===== config.mk =====
export PLATFORM = sky130hd
export DESIGN_NAME = mips_multicycle_ctrl
export DESIGN_NICKNAME = d
export VERILOG_FILES = /design/src/rtl/mips_pkg.sv /design/src/rtl/mips_alu_decoder.sv /design/src/rtl/mips_multicycle_ctrl.sv
export SDC_FILE = /design/constraint.sdc
export NUM_CORES = 1
export LEC_CHECK = 0
export ABC_AREA = 1
export ABC_CLOCK_PERIOD_IN_PS = 1300
export BUFFER_PORTS_ARGS = -buffer_cell sky130_fd_sc_hd__buf_4
export CAP_MARGIN = 20
export CORE_MARGIN = 2
export CORE_UTILIZATION = 40
export CTS_CLUSTER_SIZE = 25
export DETAILED_ROUTE_END_ITERATION = 10
export PLACE_DENSITY_LB_ADDON = 0.1
export SLEW_MARGIN = 10
export SYNTH_ARGS = -nofsm -noshare
export SYNTH_HDL_FRONTEND = slang
export SYNTH_SLANG_ARGS = --single-unit

===== constraint.sdc =====
create_clock -name clk -period 1.3 [get_ports clk]
set_input_delay 0.13 -clock clk [delete_from_list [all_inputs] [get_ports clk]]
set_output_delay 0.13 -clock clk [all_outputs]
set_load 0.03 [all_outputs]

===== src/rtl/mips_pkg.sv =====
// mips_pkg: shared encodings for the multicycle MIPS controller.
package mips_pkg;
  typedef enum logic [3:0] {
    S_FETCH  = 4'd0,
    S_DECODE = 4'd1,
    S_MEMADR = 4'd2,
    S_MEMRD  = 4'd3,
    S_MEMWB  = 4'd4,
    S_MEMWR  = 4'd5,
    S_EXEC   = 4'd6,
    S_ALUWB  = 4'd7,
    S_BRANCH = 4'd8,
    S_ADDIEX = 4'd9,
    S_ADDIWB = 4'd10,
    S_JUMP   = 4'd11
  } state_t;
  typedef enum logic [1:0] {
    ALUOP_ADD   = 2'b00,
    ALUOP_SUB   = 2'b01,
    ALUOP_FUNCT = 2'b10
  } aluop_t;
  localparam logic [5:0] OP_RTYPE = 6'b000000;
  localparam logic [5:0] OP_LW    = 6'b100011;
  localparam logic [5:0] OP_SW    = 6'b101011;
  localparam logic [5:0] OP_BEQ   = 6'b000100;
  localparam logic [5:0] OP_ADDI  = 6'b001000;
  localparam logic [5:0] OP_J     = 6'b000010;
  localparam logic [5:0] FN_ADD   = 6'b100000;
  localparam logic [5:0] FN_SUB   = 6'b100010;
  localparam logic [5:0] FN_AND   = 6'b100100;
  localparam logic [5:0] FN_OR    = 6'b100101;
  localparam logic [5:0] FN_SLT   = 6'b101010;
  localparam logic [2:0] ALU_AND  = 3'b000;
  localparam logic [2:0] ALU_OR   = 3'b001;
  localparam logic [2:0] ALU_ADD  = 3'b010;
  localparam logic [2:0] ALU_SUB  = 3'b110;
  localparam logic [2:0] ALU_SLT  = 3'b111;
endpackage


===== src/rtl/mips_alu_decoder.sv =====
// mips_alu_decoder: maps aluop and funct to the ALU operation code.
module mips_alu_decoder
  import mips_pkg::*;
(
  input  logic [1:0] aluop,
  input  logic [5:0] funct,
  output logic [2:0] alu_ctrl
);
  logic [2:0] fn_ctrl;
  always_comb begin
    fn_ctrl = ALU_ADD;
    case (funct)
      FN_SUB:  fn_ctrl = ALU_SUB;
      FN_AND:  fn_ctrl = ALU_AND;
      FN_OR:   fn_ctrl = ALU_OR;
      FN_SLT:  fn_ctrl = ALU_SLT;
      default: fn_ctrl = ALU_ADD;
    endcase
  end
  assign alu_ctrl = aluop == ALUOP_SUB ? ALU_SUB : aluop == ALUOP_FUNCT ? fn_ctrl : ALU_ADD;
endmodule


===== src/rtl/mips_multicycle_ctrl.sv =====
// mips_multicycle_ctrl: Moore control FSM for a multicycle MIPS datapath with a
// handshaked memory; pcen is the only output that also looks at zero.
module mips_multicycle_ctrl
  import mips_pkg::*;
(
  input  logic       clk,
  input  logic       rst,
  input  logic [5:0] opcode,
  input  logic [5:0] funct,
  input  logic       zero,
  input  logic       mem_ready,
  output logic       iord,
  output logic       irwrite,
  output logic       memwrite,
  output logic       regdst,
  output logic       memtoreg,
  output logic       regwrite,
  output logic       alusrca,
  output logic [1:0] alusrcb,
  output logic [1:0] pcsrc,
  output logic [2:0] alu_ctrl,
  output logic       pcen,
  output logic       illegal_op,
  output logic [3:0] state
);
  state_t state_q, state_d;
  aluop_t aluop;
  logic pcwrite, branch, legal;
  logic [2:0] dec_ctrl;
  always_ff @(posedge clk) state_q <= rst ? S_FETCH : state_d;
  assign legal = opcode inside {OP_LW, OP_SW, OP_RTYPE, OP_BEQ, OP_ADDI, OP_J};
  always_comb begin
    state_d = S_FETCH;
    case (state_q)
      S_FETCH:  state_d = mem_ready ? S_DECODE : S_FETCH;
      S_DECODE: state_d = (opcode == OP_LW || opcode == OP_SW) ? S_MEMADR :
                          opcode == OP_RTYPE ? S_EXEC :
                          opcode == OP_BEQ ? S_BRANCH :
                          opcode == OP_ADDI ? S_ADDIEX :
                          opcode == OP_J ? S_JUMP : S_FETCH;
      S_MEMADR: state_d = opcode == OP_LW ? S_MEMRD : S_MEMWR;
      S_MEMRD:  state_d = mem_ready ? S_MEMWB : S_MEMRD;
      S_MEMWR:  state_d = mem_ready ? S_FETCH : S_MEMWR;
      S_EXEC:   state_d = S_ALUWB;
      S_ADDIEX: state_d = S_ADDIWB;
      default:  state_d = S_FETCH;
    endcase
  end
  always_comb begin
    iord = 1'b0;
    irwrite = 1'b0;
    memwrite = 1'b0;
    regdst = 1'b0;
    memtoreg = 1'b0;
    regwrite = 1'b0;
    alusrca = 1'b0;
    alusrcb = 2'b00;
    pcsrc = 2'b00;
    aluop = ALUOP_ADD;
    pcwrite = 1'b0;
    branch = 1'b0;
    illegal_op = 1'b0;
    case (state_q)
      S_FETCH: begin
        alusrcb = 2'b01;
        irwrite = mem_ready;
        pcwrite = mem_ready;
      end
      S_DECODE: begin
        alusrcb = 2'b11;
        illegal_op = !legal;
      end
      S_MEMADR, S_ADDIEX: begin
        alusrca = 1'b1;
        alusrcb = 2'b10;
      end
      S_MEMRD: iord = 1'b1;
      S_MEMWB: begin
        memtoreg = 1'b1;
        regwrite = 1'b1;
      end
      S_MEMWR: begin
        iord = 1'b1;
        memwrite = 1'b1;
      end
      S_EXEC: begin
        alusrca = 1'b1;
        aluop = ALUOP_FUNCT;
      end
      S_ALUWB: begin
        regdst = 1'b1;
        regwrite = 1'b1;
      end
      S_BRANCH: begin
        alusrca = 1'b1;
        aluop = ALUOP_SUB;
        pcsrc = 2'b01;
        branch = 1'b1;
      end
      S_ADDIWB: regwrite = 1'b1;
      S_JUMP: begin
        pcsrc = 2'b10;
        pcwrite = 1'b1;
      end
      default: ;
    endcase
  end
  mips_alu_decoder u_dec (
    .aluop(aluop),
    .funct(funct),
    .alu_ctrl(dec_ctrl)
  );
  // Encodings 12-15 are not states at all, so even the ALU code is forced to 0.
  assign alu_ctrl = state_q <= S_JUMP ? dec_ctrl : 3'b000;
  assign pcen = pcwrite | (branch & zero);
  assign state = state_q;
endmodule


==> flow_metrics.py, run 1 <==
metrics = {
    "yosys": {
        "synthArstFlopShare_pct": 0,
        "yosysWarnings": 0,
        "synth_fp_nets": 115,
        "ys_ff_latch": 4,
        "synthFlopType": "dfxtp_1",
        "syn_area_per_cell_um2": 5.295,
        "syn_inst": 99,
        "synth_top_area_cell": "nor2_1",
        "synth_edf_count": 0,
        "yosysSeqAreaShare_pct": 15.27,
        "yosysTopAreaCellShare_pct": 15.75,
        "ys_top_cells_by_count": "22 x nor2_1, 16 x nand2_1, 14 x nand3_1",
        "ys_types": 17,
        "synth_area_leaders": "nor2_1 16%, dfxtp_1 15%, nand3_1 13%",
        "syn-cell-area_um2": 524.3,
        "yosysMostFrequentCell": "nor2_1",
    },
    "floorplan": {
        "start_util_pct": 41.32,
        "design.core.area_um2": 1269,
        "fp.dieW_um": 40.20,
        "dieHeight_um": 40.20,
        "io_pins": 36,
        "dieArea_um2": 1616,
        "rows": 13,
    },
    "global_route": {
        "grt_max_degree": 6,
        "grt_overflow": 0,
        "antenna_found_initial": 0,
        "grt_util_met1_pct": 27.15,
        "grt_use_total_pct": 25.51,
        "grt_use_met3_pct": 4.444,
        "grt-busiest-layer": "met2",
        "grt_pass1_vias": 721,
        "grt_use_met2_pct": 49.60,
        "grt_pass1_wl_mm": 2.780,
    },
    "sta": {
        "setup_viol": 12,
        "hold_slack_ps": 67.71,
        "fin_ws_ps": -179.0,
        "clock.fmax_ghz": 0.6761,
        "worst_pin_slew_ps": 227.9,
        "maxSlewHeadroom_pct": 84.75,
        "finalCritPeriodShare_pct": 113.8,
        "rsz0062_at_grt": "yes",
        "skew_ps": 1.778,
        "drv_slew": 0,
        "hold_viol_final": 0,
        "layout_min_cycle_time_ps": 1479,
    },
    "worst_setup_path": {
        "path_class": "flip-flop to output port",
        "startpoint_type": "flip-flop",
        "cp.arrival_ps": 1350,
        "crit_fanout": 5,
        "crit_path_end": "alusrcb[1]",
        "rrSetupSlack_ps": -10,
        "rr_startpoint": "state[1]",
        "cp.required_ps": 1170,
        "reg2reg_to": "state[2]",
        "cp-end-kind": "output port",
        "startpoint": "state[1]",
        "r2r_cells": 10,
    },
    "cts": {
        "cts_hold_buf": 0,
        "clk_latency_ps": 240,
        "ctsRootBufferMaster": "clkbuf_4",
        "cts_buffers": 3,
        "cts.sinks": 4,
        "cts_max_level": 1,
        "tritoncts": "built",
        "clk_path_buf_depth": 2,
        "clkTransAtPathRegs_ps": 40,
    },
    "layout": {
        "n_fill_cell": 66,
        "ff_latch_area_um2": 95.09,
        "multi_input_comb_area_um2": 466.7,
        "stdcell_count": 170,
        "synthToLayoutAreaGrowth_pct": 113.1,
        "nets": 172,
        "largest_register_ff_count": 4,
        "drive_gt1_share_pct": 59.35,
        "diodes": 0,
    },
    "detailed_routing": {
        "drtPass1Iterations": 4,
        "drt_wl_total_mm": 2.367,
        "vias": 890,
        "drc": 0,
        "wl_per_cell_um": 13.92,
        "ant_nets": 0,
        "drt_iter0_markers": 30,
        "via_per_inst": 5.235,
    },
    "placed_design": {
        "place_hpwl_mm": 1.318,
        "routabilityCongestion": 0.7628,
        "portBuffers": 35,
        "dp.cells": 154,
        "dp_slack_ps": 3.513,
    },
    "worst_hold_path": {
        "min_path_type": "input port to flip-flop",
    },
    "power": {
        "total_power_w": 0.0004988,
        "seqPwrFrac_pct": 25.8,
        "p_leak_nw": 0.5916,
        "pwr-share-comb_pct": 39.1,
        "switchingPower_w": 0.0001719,
        "p_int_w": 0.0003270,
        "ir_drop_uv": 675.8,
        "power_switching_share_pct": 34.45,
        "pwr_density_cell_nw_per_um2": 446.5,
        "power_frac_clock_pct": 35.1,
    },
    "run": {
        "drv_cap": 0,
    },
    "run_status": {
        "outcome": "complete, but fails checks",
        "violations": "setup timing",
    },
}
## power by group through the flow
stage	Clock (W)	Combinational, W	Sequential, W
floorplan	0	0.0000808	0.000134
global placement	0	0.000161	0.000130
detailed placement	0	0.000164	0.000130
CTS	0.000181	0.000184	0.000128
global route	0.000189	0.000206	0.000128
finish	0.000175	0.000195	0.000129
## stage by stage
stage | setup TNS, ps | utilization (%) | area [um2]
floorplan | -20.91 | - | 573.1
global placement | 0 | 70.32 | 892.1
detailed placement | 0 | 70.32 | 892.1
CTS | -799.8 | 84.52 | 1072
global route | -1909 | 88.07 | 1117
finish | -1258 | 88.07 | 1117
## critical path, stage by stage, from the launching register on
cell and delay [ps]:
dfxtp_4 400, inv_4 60, nor2_4 120, buf_4 140, nand2_1 90, inv_2 70
nor2_1 40, nand2_1 70, buf_6 130
## worst min path at each step
stage                     start        to  slack, ps  depth (start not counted)
after floorplan             rst  state[0]        190                          1
after global placement      rst  state[0]        310                          2
after detailed placement    rst  state[3]        310                          2
after CTS                   rst  state[2]         60                          2
after global routing        rst  state[2]         70                          2
final                       rst  state[2]         70                          2
## area by class of cell
| type | instances | area share [%] |
|---|---|---|
| multi-input cells | 76 | 41.77 |
| well taps | 15 | 1.680 |
| flip-flops and latches | 4 | 8.511 |
| clock buffers | 4 | 2.352 |
| repair buffers | 52 | 38.63 |
| inverters | 19 | 7.055 |
## metal layers
metal | wire length [um] | up-vias
li1 | - | 424
met1 | 936 | 407
met2 | 1234 | 55
met3 | 187 | 4
met4 | 8 | 0
met5 | 0 | -
## cells in the final DEF, fill, tap and decap left out
cell,instances
nor2_1,15
nand3_2,1
buf_4,41
nand2_4,1
o21ai_1,1
clkbuf_1,1
o21ai_2,3
inv_1,9
dfxtp_4,4
nand2_2,2
nor2_4,12
nor3_1,1
inv_4,3
a21oi_2,1
nor2_2,2
nand2_1,15
inv_2,7
a211o_4,1
nand2b_1,1
nand3_1,13
o22ai_1,1
clkbuf_4,3
a21oi_1,4
buf_6,11
nand4_1,2
## cell families (layout without fill, tap and decap cells)
| group | after synthesis | in the layout | synth area share [%] |
|---|---|---|---|
| compound gates | 11 | 11 | 11.45 |
| buf+inv | 19 | 75 | 13.60 |
| simple gates | 65 | 65 | 59.67 |
| flops | 4 | 4 | 15.28 |
## what timing repair did
action                                  CTS  global route
buffers inserted                         11             1
resized for setup                        22            10
hold endpoints to repair                  0             0
endpoints found under the setup margin   12            19
pin swaps                                 8             6
Note: power is estimated with default switching activity, not from simulation.
==> run 2, diff against run 1 <==
--- a/config.mk
+++ b/config.mk
@@ -10,11 +10,12 @@
 export BUFFER_PORTS_ARGS = -buffer_cell sky130_fd_sc_hd__buf_4
 export CAP_MARGIN = 20
 export CORE_MARGIN = 2
-export CORE_UTILIZATION = 40
+export CORE_UTILIZATION = 41
 export CTS_CLUSTER_SIZE = 25
 export DETAILED_ROUTE_END_ITERATION = 10
 export PLACE_DENSITY_LB_ADDON = 0.1
 export SLEW_MARGIN = 10
 export SYNTH_ARGS = -nofsm -noshare
 export SYNTH_HDL_FRONTEND = slang
+export SYNTH_HIERARCHICAL = 1
 export SYNTH_SLANG_ARGS = --single-unit
==> run 2 against run 1 <==
The run now fails in global routing (5_1_grt). Synthesized cell count is 15% higher. Synthesized area grew 11%.
==> flow_metrics.py, run 2 <==
metrics = {
    "sta": {
        "worstEpCategory": "output port",
        "worst_endpoint": "alu_ctrl[0]",
    },
    "placed_design": {
        "routabilityCongestion": 0.7894,
        "portBuffers": 35,
        "place_hpwl_mm": 1.697,
    },
    "run_status": {
        "outcome": "did not finish",
        "lastStage": "global routing (5_1_grt)",
        "firstError": "[ERROR DPL-0038] Utilization greater than 100%, impossible to legalize",
    },
    "cts": {
        "cts.sinks": 4,
        "ctsRootBufferMaster": "clkbuf_4",
        "cts_buffers": 3,
        "cts_hold_buf": 0,
        "cts_max_level": 1,
        "clk_path_buf_depth": 2,
    },
    "floorplan": {
        "start_util_pct": 44.16,
        "rows": 13,
        "dieHeight_um": 41.67,
        "io_pins": 36,
        "fp.dieW_um": 41.67,
    },
    "global_route": {
        "grt_max_degree": 6,
    },
    "yosys": {
        "syn_area_per_cell_um2": 5.104,
        "ys_ff_latch": 4,
        "synth_top_area_cell": "nand3_1",
        "yosysMostFrequentCell": "nor2_1",
        "synthFlopType": "dfxtp_1",
        "synth_fp_nets": 130,
        "synth_area_leaders": "nand3_1 15%, nor2_1 15%, inv_1 14%",
        "yosysSeqAreaShare_pct": 13.76,
        "syn-cell-area_um2": 581.8,
        "yosysTopAreaCellShare_pct": 15.48,
        "synth_edf_count": 0,
        "ys_top_cells_by_count": "24 x nor2_1, 22 x inv_1, 19 x nand2_1",
        "synthArstFlopShare_pct": 0,
        "syn_inst": 114,
        "ys_types": 20,
        "yosysWarnings": 6,
    },
}
run 2: cell types whose count changed after synthesis, moves of 2 or more:
cell / before / now
nand3_1: 14 / 18
inv_1: 11 / 22
nand2_1: 16 / 19
inv_2: 8 / 3
nor2_1: 22 / 24
nor2_4: 4 / 1
a21boi_0: 0 / 3
run 2: logic make-up after synthesis:
family	after synthesis	synth area share, %
AO/OA/AOI/OAI	13	13.55
buffers and inverters	26	17.42
flip-flops	4	13.76
AND/OR/NAND/NOR	71	55.27
run 2: per-stage QoR:
step	area (um2)	std cells	worst slack (ps)	setup TNS [ps]	hold slack [ps]
2_1_floorplan	678.2	114	-251.4	-939.4	189.4
3_3_place_gp	1087	181	-139.8	-465.3	308.1
3_5_place_dp	1087	181	-195.5	-703.2	312.6
4_1_cts	1247	192	-403.1	-4028	65.96
run 2: timing repair:
item	4_1_cts
pin swaps	8
gates resized for setup	23
setup endpoints to repair	18
setup buffers	17
==> run 3, diff against run 2 <==
--- a/config.mk
+++ b/config.mk
@@ -9,11 +9,10 @@
 export ABC_CLOCK_PERIOD_IN_PS = 1300
 export BUFFER_PORTS_ARGS = -buffer_cell sky130_fd_sc_hd__buf_4
 export CAP_MARGIN = 20
-export CORE_MARGIN = 2
-export CORE_UTILIZATION = 41
-export CTS_CLUSTER_SIZE = 25
+export CORE_AREA = 2 2 63 65
 export DETAILED_ROUTE_END_ITERATION = 10
-export PLACE_DENSITY_LB_ADDON = 0.1
+export DIE_AREA = 0 0 65 67
+export PLACE_DENSITY_LB_ADDON = 0.15
 export SLEW_MARGIN = 10
 export SYNTH_ARGS = -nofsm -noshare
 export SYNTH_HDL_FRONTEND = slang
==> run 3 against run 2 <==
The flow now finishes, with violations (setup timing). Synthesized area is the same. Synthesized cell count is the same.
==> flow_metrics.py, run 3 <==
metrics = {
    "layout": {
        "layout_common_cells": "36 x buf_4, 22 x buf_6, 16 x nand3_1",
        "stdcell_count": 225,
        "synthToLayoutAreaGrowth_pct": 150.3,
        "final_cell_area_um2": 1456,
        "largest_register_ff_count": 4,
        "diodes": 0,
        "final_common_cell": "buf_4",
        "nets": 194,
        "drive_gt1_share_pct": 65.54,
    },
    "yosys": {
        "synthFlopType": "dfxtp_1",
        "synthAdderAreaFrac_pct": 0,
        "yosysSeqAreaShare_pct": 13.76,
        "synth_top_family_by_area": "simple AND/OR/NAND/NOR gates",
        "syn_area_per_cell_um2": 5.104,
        "synth_fp_nets": 130,
        "syn-cell-area_um2": 581.8,
        "synth_edf_count": 0,
        "synth_xor_area_share_pct": 0,
        "yosysTopAreaCellShare_pct": 15.48,
        "synthArstFlopShare_pct": 0,
        "synth_mux_area_share_pct": 0,
        "synth_compound_gate_area_share_pct": 13.55,
        "ys_ff_latch": 4,
        "yosysWarnings": 6,
        "synth_area_leaders": "nand3_1 15%, nor2_1 15%, inv_1 14%",
        "synthSimpleGateAreaFrac_pct": 55.27,
        "ys_types": 20,
        "synth_top_area_cell": "nand3_1",
        "yosysMostFrequentCell": "nor2_1",
        "syn_inst": 114,
        "ys_top_cells_by_count": "24 x nor2_1, 22 x inv_1, 19 x nand2_1",
    },
    "detailed_routing": {
        "via_per_inst": 4.049,
        "drtPass1Iterations": 4,
        "ant_nets": 0,
        "vias": 911,
        "drt_wl_total_mm": 2.073,
        "drt_iter0_markers": 25,
        "wl_per_cell_um": 9.213,
        "drc": 0,
    },
    "global_route": {
        "grt_overflow": 0,
        "grt_max_degree": 6,
        "grt_use_total_pct": 9.819,
        "grt_pass1_vias": 877,
        "grt_pass1_wl_mm": 3.463,
        "antenna_found_initial": 0,
    },
    "sta": {
        "layout_min_cycle_time_ps": 1666,
        "tns_ps": -2857,
        "hold_viol_final": 0,
        "skew_ps": 4.513,
        "rsz0062_at_grt": "yes",
        "drv_slew": 0,
        "maxSlewHeadroom_pct": 79.57,
        "setup_viol": 16,
        "fin_ws_ps": -365.8,
        "finalCritPeriodShare_pct": 128.1,
        "worst_pin_slew_ps": 305.4,
        "clock.fmax_ghz": 0.6003,
    },
    "run_status": {
        "outcome": "complete, but fails checks",
        "violations": "setup timing",
    },
    "cts": {
        "clkTransAtPathRegs_ps": 30,
        "cts_max_level": 1,
        "cts_buffers": 3,
        "clk_path_buf_depth": 2,
        "ctsRootBufferMaster": "clkbuf_8",
        "cts.sinks": 4,
        "clk_latency_ps": 220,
        "tritoncts": "built",
        "cts_hold_buf": 0,
    },
    "worst_setup_path": {
        "crit_fanout": 3,
        "cp.required_ps": 1170,
        "startpoint_type": "flip-flop",
        "path_cells": "inv_2, nor2_4, nand2_2, inv_2, inv_2, or2_4, a21oi_2, a21boi_4, buf_6",
        "cp-end-kind": "output port",
        "cp.arrival_ps": 1540,
        "slowest_stage": "dfxtp_4",
        "rrSetupSlack_ps": -90,
        "critical-path-max-stage-delay_ps": 330,
        "cp_common_cell": "inv_2",
        "path_class": "flip-flop to output port",
    },
    "floorplan": {
        "dieHeight_um": 67,
        "design.core.area_um2": 3606,
        "start_util_pct": 16.13,
        "fp.dieW_um": 65,
        "io_pins": 36,
        "dieArea_um2": 4355,
        "rows": 22,
    },
    "power": {
        "p_leak_nw": 0.7224,
        "pwr_density_cell_nw_per_um2": 421.3,
        "ir_drop_uv": 203.6,
    },
    "placed_design": {
        "portBuffers": 35,
        "dpl_cell_area_um2": 1129,
        "routabilityCongestion": 0.7434,
        "dp.cells": 214,
        "place_hpwl_mm": 1.696,
    },
    "worst_hold_path": {
        "min_path_type": "input port to flip-flop",
    },
    "run": {
        "drv_cap": 0,
    },
}
==> run 3: power by group <==
part,total [W],internal (W),switching [W],leakage [nW]
Combinational,0.000219,0.000101,0.000118,0.664
Clock,0.000271,0.000209,0.0000622,0.0228
Sequential,0.000124,0.000120,0.00000348,0.0355
Total,0.000614,0.000430,0.000183,0.722
==> run 3: cell type report <==
| cell class | instances | area (um2) |
|---|---|---|
| multi-input cells | 84 | 609.3 |
| clock buffers | 4 | 45.04 |
| fillers | 383 | 2150 |
| well taps | 48 | 60.06 |
| flip-flops and latches | 4 | 95.09 |
| inverters | 25 | 98.84 |
| repair buffers | 60 | 548.0 |
==> run 3: kinds of logic after synthesis <==
kind of cell,Yosys count
buf+inv,26
flops,4
compound gates,13
simple gates,71
==> run 3: per-stage QoR <==
stage          worst slack, ps  hold WS [ps]  total power, W  utilization, %
2_1_floorplan           -251.4         189.4       0.0002205               -
3_3_place_gp            -186.3         318.1       0.0003083           31.30
3_5_place_dp            -172.5         313.4       0.0003100           31.30
4_1_cts                 -359.6         90.78       0.0005920           34.84
5_1_grt                 -451.7         96.39       0.0006459           40.39
6_report                -365.8         90.19       0.0006136           40.39
==> run 3: routing by layer <==
layer / vias up / global-route usage, % / routed length, um
li1: 485 / - / -
met5: - / 0 / 0
met4: 0 / 2.394 / 0
met3: 0 / 1.520 / 87
met1: 405 / 11.36 / 881
met2: 21 / 18.69 / 1104
==> run 3: worst max-delay path, delay by kind of cell (launching register included) <==
| kind | cells | cell delay (ps) |
|---|---|---|
| buffers and inverters | 4 | 270 |
| AOI/OAI and AO/OA | 2 | 290 |
| and+or+nand+nor | 3 | 440 |
| DFF | 1 | 330 |
==> run 3: timing repair <==
action	4_1_cts	5_1_grt
resized for setup	23	44
setup buffers	2	6
setup endpoints to repair	18	19
pin swaps	5	11
==> run 3: worst paths after layout <==
| path | startpoint | end | depth (start not counted) |
|---|---|---|---|
| setup / recovery | state[1] | alu_ctrl[0] | 9 |
| hold / removal | rst | state[3] | 2 |
| setup reg to reg | state[2] | state[2] | 10 |
| hold reg to reg | state[1] | state[3] | 4 |
